## src/rtl/cordic_sqrt_pkg.sv

```systemverilog
// Shared definitions for the CORDIC square-root family: FSM states, default
// Q-format parameters and the round-half-up bias helper.
package cordic_sqrt_pkg;

   typedef enum logic [1:0] {
      IDLE = 2'd0,
      BUSY = 2'd1,
      DONE = 2'd2
   } sqr_state_t;

   localparam int DEF_WIDTH = 16;
   localparam int DEF_OUT_F = 6;

   // Half of one LSB after dropping `shift` fraction bits (round-half-up bias).
   function automatic logic [63:0] half_lsb(input int unsigned shift);
      half_lsb = (shift == 0) ? 64'd0 : (64'd1 << (shift - 1));
   endfunction

endpackage

```

## src/rtl/sqr_shift_add_dp.sv

```systemverilog
// Shift-add squaring datapath: multiplicand/multiplier/accumulator registers
// and the iteration counter that marks the final step.
module sqr_shift_add_dp
   import cordic_sqrt_pkg::*;
#(
   parameter int WIDTH = DEF_WIDTH
) (
   input  logic               clk,
   input  logic               rst_n,
   input  logic               load,
   input  logic               step,
   input  logic [WIDTH-1:0]   root_in,
   output logic [2*WIDTH-1:0] acc_next,
   output logic               last
);

   localparam int CNT_W = (WIDTH > 1) ? $clog2(WIDTH) : 1;

   logic [2*WIDTH-1:0] a;
   logic [WIDTH-1:0]   b;
   logic [2*WIDTH-1:0] acc;
   logic [CNT_W-1:0]   cnt;

   // The accumulator cannot overflow: (2^WIDTH-1)^2 fits in 2*WIDTH bits.
   assign acc_next = b[0] ? (acc + a) : acc;
   assign last     = (cnt == CNT_W'(WIDTH - 1));

   always_ff @(posedge clk or negedge rst_n) begin
      if (!rst_n) begin
         a   <= '0;
         b   <= '0;
         acc <= '0;
         cnt <= '0;
      end else if (load) begin
         a   <= {{WIDTH{1'b0}}, root_in};
         b   <= root_in;
         acc <= '0;
         cnt <= '0;
      end else if (step) begin
         acc <= acc_next;
         a   <= a << 1;
         b   <= b >> 1;
         cnt <= cnt + 1'b1;
      end
   end

endmodule

```

## src/rtl/cordic_sqrt_squarer.sv

```systemverilog
// Sequential squarer behind the CORDIC root pipeline: returns the exact square
// of a Q-format root plus the rounded, saturated integer it represents.
module cordic_sqrt_squarer
   import cordic_sqrt_pkg::*;
#(
   parameter int WIDTH = DEF_WIDTH,
   parameter int OUT_F = DEF_OUT_F
) (
   input  logic               clk,
   input  logic               rst_n,
   input  logic               in_valid,
   output logic               in_ready,
   input  logic [WIDTH-1:0]   root_in,
   output logic               out_valid,
   input  logic               out_ready,
   output logic [2*WIDTH-1:0] sq_full,
   output logic [WIDTH-1:0]   n_out,
   output logic               sat
);

   localparam int SQ_W = 2 * WIDTH;
   localparam logic [SQ_W:0] RND = (SQ_W + 1)'(half_lsb(2 * OUT_F));

   // Returns {sat, n}: round-half-up of the square to an integer, clamped.
   function automatic logic [WIDTH:0] round_sat(input logic [SQ_W-1:0] sq);
      logic [SQ_W:0] r;
      r = ({1'b0, sq} + RND) >> (2 * OUT_F);
      if (|r[SQ_W:WIDTH]) round_sat = {1'b1, {WIDTH{1'b1}}};
      else                round_sat = {1'b0, r[WIDTH-1:0]};
   endfunction

   sqr_state_t        state, state_next;
   logic              load, step, last;
   logic [SQ_W-1:0]   acc_next;
   logic [WIDTH:0]    rs;

   sqr_shift_add_dp #(.WIDTH(WIDTH)) u_dp (
      .clk      (clk),
      .rst_n    (rst_n),
      .load     (load),
      .step     (step),
      .root_in  (root_in),
      .acc_next (acc_next),
      .last     (last)
   );

   assign rs = round_sat(acc_next);

   always_ff @(posedge clk or negedge rst_n) begin
      if (!rst_n) state <= IDLE;
      else        state <= state_next;
   end

   always_comb begin
      state_next = state;
      unique case (state)
         IDLE:    if (in_valid)  state_next = BUSY;
         BUSY:    if (last)      state_next = DONE;
         DONE:    if (out_ready) state_next = IDLE;
         default:                state_next = IDLE;
      endcase
   end

   always_comb begin
      in_ready  = 1'b0;
      out_valid = 1'b0;
      load      = 1'b0;
      step      = 1'b0;
      unique case (state)
         IDLE: begin
            in_ready = 1'b1;
            load     = in_valid;
         end
         BUSY:    step      = 1'b1;
         DONE:    out_valid = 1'b1;
         default: ;
      endcase
   end

   // Results are captured on the final iteration edge and held through DONE.
   always_ff @(posedge clk or negedge rst_n) begin
      if (!rst_n) begin
         sq_full <= '0;
         n_out   <= '0;
         sat     <= 1'b0;
      end else if (step && last) begin
         sq_full      <= acc_next;
         {sat, n_out} <= rs;
      end
   end

endmodule

```

## config.mk

```make
export PLATFORM = sky130hd
export DESIGN_NAME = cordic_sqrt_squarer
export DESIGN_NICKNAME = d
export VERILOG_FILES = /design/src/rtl/cordic_sqrt_pkg.sv /design/src/rtl/sqr_shift_add_dp.sv /design/src/rtl/cordic_sqrt_squarer.sv
export SDC_FILE = /design/constraint.sdc
export NUM_CORES = 1
export LEC_CHECK = 0
export ABC_AREA = 1
export CAP_MARGIN = 15
export CORE_MARGIN = 4
export CORE_UTILIZATION = 40
export CTS_CLUSTER_DIAMETER = 50
export DETAILED_ROUTE_END_ITERATION = 8
export MAX_ROUTING_LAYER = met4
export PLACE_DENSITY = 0.67
export SYNTH_ARGS = -nofsm -noshare
export SYNTH_HDL_FRONTEND = slang
export SYNTH_HIERARCHICAL = 1
export SYNTH_SLANG_ARGS = --single-unit
```

## constraint.sdc

```tcl
create_clock -name clk -period 6.6 [get_ports clk]
set_input_delay 1.32 -clock clk [delete_from_list [all_inputs] [get_ports clk]]
set_output_delay 1.32 -clock clk [all_outputs]
set_load 0.02 [all_outputs]
```

## Yosys cells after proc, flatten, opt, wreduce, memory -nomap -nowiden

Cells that the tools add are included.

| storage, ports and cells | value |
|---|---|
| flip-flop bits (word level) | 135 |
| input bits | 20 |
| output and inout port bits | 51 |
| word-level logic and storage cells | 40 |

| operators by class | value |
|---|---|
| $add $sub $neg | 3 |
| eq/ne operators | 6 |
| muxes and demuxes | 18 |
| reduce and logical (&&, ||, !) cells | 5 |

Operator list:

| kind | count |
|---|---|
| $mux W32 | 5 |
| $add A32 B12 Y33 const B | 1 |
| $add A32 B32 Y32 | 1 |
| $mux W16 | 2 |
| $mux W17 | 1 |
| $mux W4 | 2 |
| $mux W2 | 3 |
| $ne A2 B2 Y1 const B | 3 |
| $pmux W2 S3 | 1 |
| $reduce_or A5 Y1 | 1 |
| $add A4 B1 Y4 const B | 1 |
| $eq A4 B4 Y1 const B | 1 |
| $mux W1 | 4 |
| $reduce_and A3 Y1 | 1 |
| $eq A2 B1 Y1 const B | 1 |
| $eq A2 B2 Y1 const B | 1 |
| $logic_not A2 Y1 | 1 |
| $reduce_bool A2 Y1 | 1 |
| $logic_and A1 B1 Y1 | 1 |

## Depth between registers and ports, before layout

| logic depth | value |
|---|---|
| depth in word-level cells | 5 |
| depth in mapped cells | 24 |
| depth with buffers taken out | 23 |

## By module

The synthesis kept the hierarchy.

Modules (own cells, without submodules):

| module | instances | cells each | area an instance (um2) | sequential area each (um2) |
|---|---|---|---|---|
| sqr_shift_add_dp | 1 | 920 | 6137.1 | 2102.0 |
| cordic_sqrt_squarer | 1 | 338 | 2656.3 | 1276.2 |

## Worst setup path after synthesis

Ideal clock, no wire load.

| path | value |
|---|---|
| path kind | register -> register |
| start | register u_dp.a[0] |
| end | register n_out[4] |
| arrival time | 2946 ps |
| required time | 6487 ps |
| slack | 3541 ps |
| cell stages (with the launch flop) | 20 |
| cell sequence | dfrtp_1 ha_1 fa_1 nand3_1 nand3_1 nand2_1 nand2_1 nand2_1 nand2_1 xnor2_1 a21boi_1 nand2_1 nor2_2 nand3_4 nor2_4 xor2_4 buf_6 nand4_1 nand2_1 inv_1 |

| on the way | value |
|---|---|
| longest elaborated chain between the ends | 5 |

RTL lines:

| what | line | text |
|---|---|---|
| start: declaration | sqr_shift_add_dp.sv:19 | `logic [2*WIDTH-1:0] a;` |
| start signal: assignment | sqr_shift_add_dp.sv:35 | `a <= {{WIDTH{1'b0}}, root_in};` |
| start signal: assignment | sqr_shift_add_dp.sv:41 | `a <= a << 1;` |
| $add A32 B32 Y32 * | sqr_shift_add_dp.sv:25 | `assign acc_next = b[0] ? (acc + a) : acc;` |
| $mux W32 * | sqr_shift_add_dp.sv:25 |  |
| named net acc_next[16] | cordic_sqrt_squarer.sv:34 | `logic [SQ_W-1:0] acc_next;` |
| $add A32 B12 Y33 * | cordic_sqrt_squarer.sv:27 | `r = ({1'b0, sq} + RND) >> (2 * OUT_F);` |
| $reduce_or A5 Y1 | cordic_sqrt_squarer.sv:28 | `if (\|r[SQ_W:WIDTH]) round_sat = {1'b1, {WIDTH{1'b1}}};` |
| $mux W17 * | cordic_sqrt_squarer.sv:28 |  |
| end signal: assignment | cordic_sqrt_squarer.sv:88 | `{sat, n_out} <= rs;` |
| end: declaration | cordic_sqrt_squarer.sv:17 | `output logic [WIDTH-1:0] n_out,` |

The timed path passes the listed nets; every way through them passes the cells marked *.
A chain may end at the register's enable or synchronous reset.

## Final worst setup path

| path | value |
|---|---|
| start | register u_dp.a[0] |
| end | register n_out[15] |

Same word-level chain as after synthesis.

==> impl_metrics.ini <==
[status]
status = finished clean

[global_routing]
grt_pass1_wl_um = 37950
gr-total-overflow = 0
grt_pass1_vias = 7636
grt_start_max_net_pins = 84
grt_usage = 0.1979
antenna_found_initial = 0

[hold_path]
worstHoldPathType = reg2reg
hp-start = sq_full[2]$_DFFE_PN0P_
worstHoldEndpoint = sq_full[2]$_DFFE_PN0P_
min_path_cells = 2

[timing]
fin_crit_ps = 3674
rsz0062_at_grt = false
whs_ps = 476.8
worst_pin_slew_ps = 1021
final_max_slew_viol_count = 0
max_freq_ghz = 0.2722
fin_skew_ps = 9.759
fin_tns_setup_ps = 0
hold_viol_final = 0
finalCritPeriodShare = 0.5566
slew_headroom = 0.3183
setup_viol_count_final = 0

[synthesis]
ys_seq_area_frac = 0.3842
synth_top_cell_by_area = dfrtp_1
synth_edf_count = 0
synth_area_leaders = dfrtp_1, nand2_1, inv_1
synth_common_cells = nand2_1, inv_1, dfrtp_1, nand3_1, nor2_1
post-synth-top-count-cell = nand2_1
synth_warnings = 6
async_flop_share = 1.000
mappedNetlistArea_um2 = 8793
synth_top_area_frac = 0.3842
synthDistinctLibCells = 40
syn_avg_cell_area_um2 = 6.990
ys.flop_type = dfrtp_1
synth-seq-cells = 135
syn_inst = 1258
synth_nets = 1312

[worst_setup_path]
slowest_stage = fa_1
timing.critical_path.mode_cell = nand2_1
regToRegSetupSlack_ps = 2930
cp-start-kind = flop
end_kind = flop
r2r_start = u_dp/a[0]$_DFFE_PN0P_
slowest_delay_ps = 450
cp.required_ps = 6910
crit_chain = ha_1 > fa_1 > nand3_1 > nand3_1 > nand2_1 > nand2_1 > nand2_1 > nand2_1 > xnor2_1 > a21boi_1 > nand2_1 > nor2_2 > nand2_2 > nor2_4 > nand3_1 > nand2_2 > nand4_1 > nand2_1 > inv_1
worstRegToRegCells = 19
crit_arrival_ps = 3980
cp_top_family = simple AND/OR/NAND/NOR gates
critPathKind = reg2reg
rr_endpoint = n_out[15]$_DFFE_PN0P_
critPathMaxFanout = 17
critical_path_buf_inv_count = 1

[placement]
post_dp_cell_area_um2 = 9739
io_buffers = 70
place_congestion = 0.9372
dp_cells = 1575
hpwl_um = 16910

[clocking]
cts_root_buf = clkbuf_16
cts_hold_buf = 0
cts_buffers = 17
cts.path.max_buffers = 2
cts_resized = 0
tritoncts = done
cts_post_setup_buffers_inserted = 0
clock_latency_ps = 420
cts_sinks = 135
path_clk_slew_ps = 60
cts_max_level = 4

[power]
comb_power_share = 0.560
pwr-share-clk = 0.176
p_sw_mw = 2.573
p_total_mw = 5.416
p_sw_frac = 0.4751
p_per_area_nw_per_um2 = 525.0
power_report.internal_total_mw = 2.842
p_seq_frac = 0.264
ir_drop_mv = 0.2572
p_leak_nw = 5.464

[detailed_routing]
detail-route-antenna-nets = 0
vias_per_cell = 4.928
first_iter_violations = 449
post-route-drc-count = 0
dr.pass1.iters = 4
num_vias = 7915
wl_per_cell_um = 14.22
wl_um = 22830

[die]
core_area_um2 = 21350
num_io_pins = 71
num_rows = 53
dieArea_um2 = 24420
die_height_um = 156.3
die_w_um = 156.3
initial_core_util = 0.4118

[layout]
multi_input_area_um2 = 4388
num-fill-cells = 2168
diodes = 0
drive_gt1_frac = 0.07889
fin_nets = 1373
area_delta_synth_final_pct = 17.32
seqCellArea_um2 = 3378
finalInstanceArea_um2 = 10320
instances_no_fill = 1606

[run]
drv_cap = 0
-- power by group through the flow --
stage / clock [mW] / sequential (mW) / combinational, mW
after floorplan: 0 / 1.53 / 2.01
after global placement: 0 / 1.42 / 2.98
after detailed placement: 0 / 1.43 / 3.01
after CTS: 0.968 / 1.43 / 3.03
after global routing: 1.01 / 1.47 / 3.40
final: 0.952 / 1.43 / 3.03
-- area by class of cell --
type	count	share of cell area
sequential	135	0.3275
timing repair buffer	78	0.07386
tap	275	0.03335
inverter	231	0.08405
clock inverter	13	0.01431
clock buffer	18	0.04160
multi-input combinational	856	0.4254
-- worst max-delay path by stage --
stage                                        to  cells past startpoint             startpoint  slack, ps
final                     n_out[15]$_DFFE_PN0P_                     19  u_dp/a[0]$_DFFE_PN0P_       2930
after detailed placement        sat$_DFFE_PN0P_                     19  u_dp/a[0]$_DFFE_PN0P_       3000
after CTS                 n_out[15]$_DFFE_PN0P_                     19  u_dp/a[0]$_DFFE_PN0P_       2950
after global placement          sat$_DFFE_PN0P_                     18  u_dp/a[0]$_DFFE_PN0P_       3120
after global routing      n_out[10]$_DFFE_PN0P_                     19  u_dp/a[0]$_DFFE_PN0P_       2640
after floorplan            n_out[4]$_DFFE_PN0P_                     19  u_dp/a[0]$_DFFE_PN0P_       3540
-- stage by stage --
step,util,setup WS (ps)
after detailed placement,0.4561,2996
after global routing,0.4831,2642
final,0.4831,2926
after global placement,0.4561,3118
after floorplan,-,3541
after CTS,0.4831,2954
-- worst register-to-register path, delay by kind of cell, from the launching register on --
family | cells | cell delay, ps
simple gates | 14 | 1870
fa+ha+maj | 2 | 710
compound gates | 1 | 400
flops | 1 | 380
xor+xnor | 1 | 150
buf+inv | 1 | 50
-- layer usage --
layer	track usage	wire, um	share of wire	vias up
met5	-	0	0	-
met4	0.06033	451	0.020	0
met3	0.02683	1066	0.047	27
met2	0.3038	10040	0.44	192
met1	0.2736	11280	0.49	3674
li1	-	-	-	4022
-- logic make-up (layout without fill, tap and decap cells) --
logic type,after synthesis,count (layout),share of synthesized area
and+or+nand+nor,667,667,0.3280
adders and majority gates,34,34,0.04923
xor gates and xnor gates,29,29,0.03102
AOI/OAI and AO/OA,126,126,0.09021
buffers and inverters,267,340,0.1174
DFF,135,135,0.3842
-- sequential cells by signal, summed over array words and instances, names as in the netlist --
| register | count |
|---|---|
| sq_full | 32 |
| u_dp/a | 32 |
| u_dp/acc | 32 |
| n_out | 16 |
| u_dp/b | 16 |
| u_dp/cnt | 4 |
| state | 2 |
| sat | 1 |
-- layout by cell type, fill, tap and decap left out, types with 24 or more instances in the layout --
master,count
ha_1,33
nand2_1,439
nor2_1,62
clkdlybuf4s50_1,69
a21oi_1,24
o21ai_0,35
dfrtp_1,135
inv_1,229
or2_2,27
nand3_1,71
No activity file was read; power rests on OpenSTA's default activity.
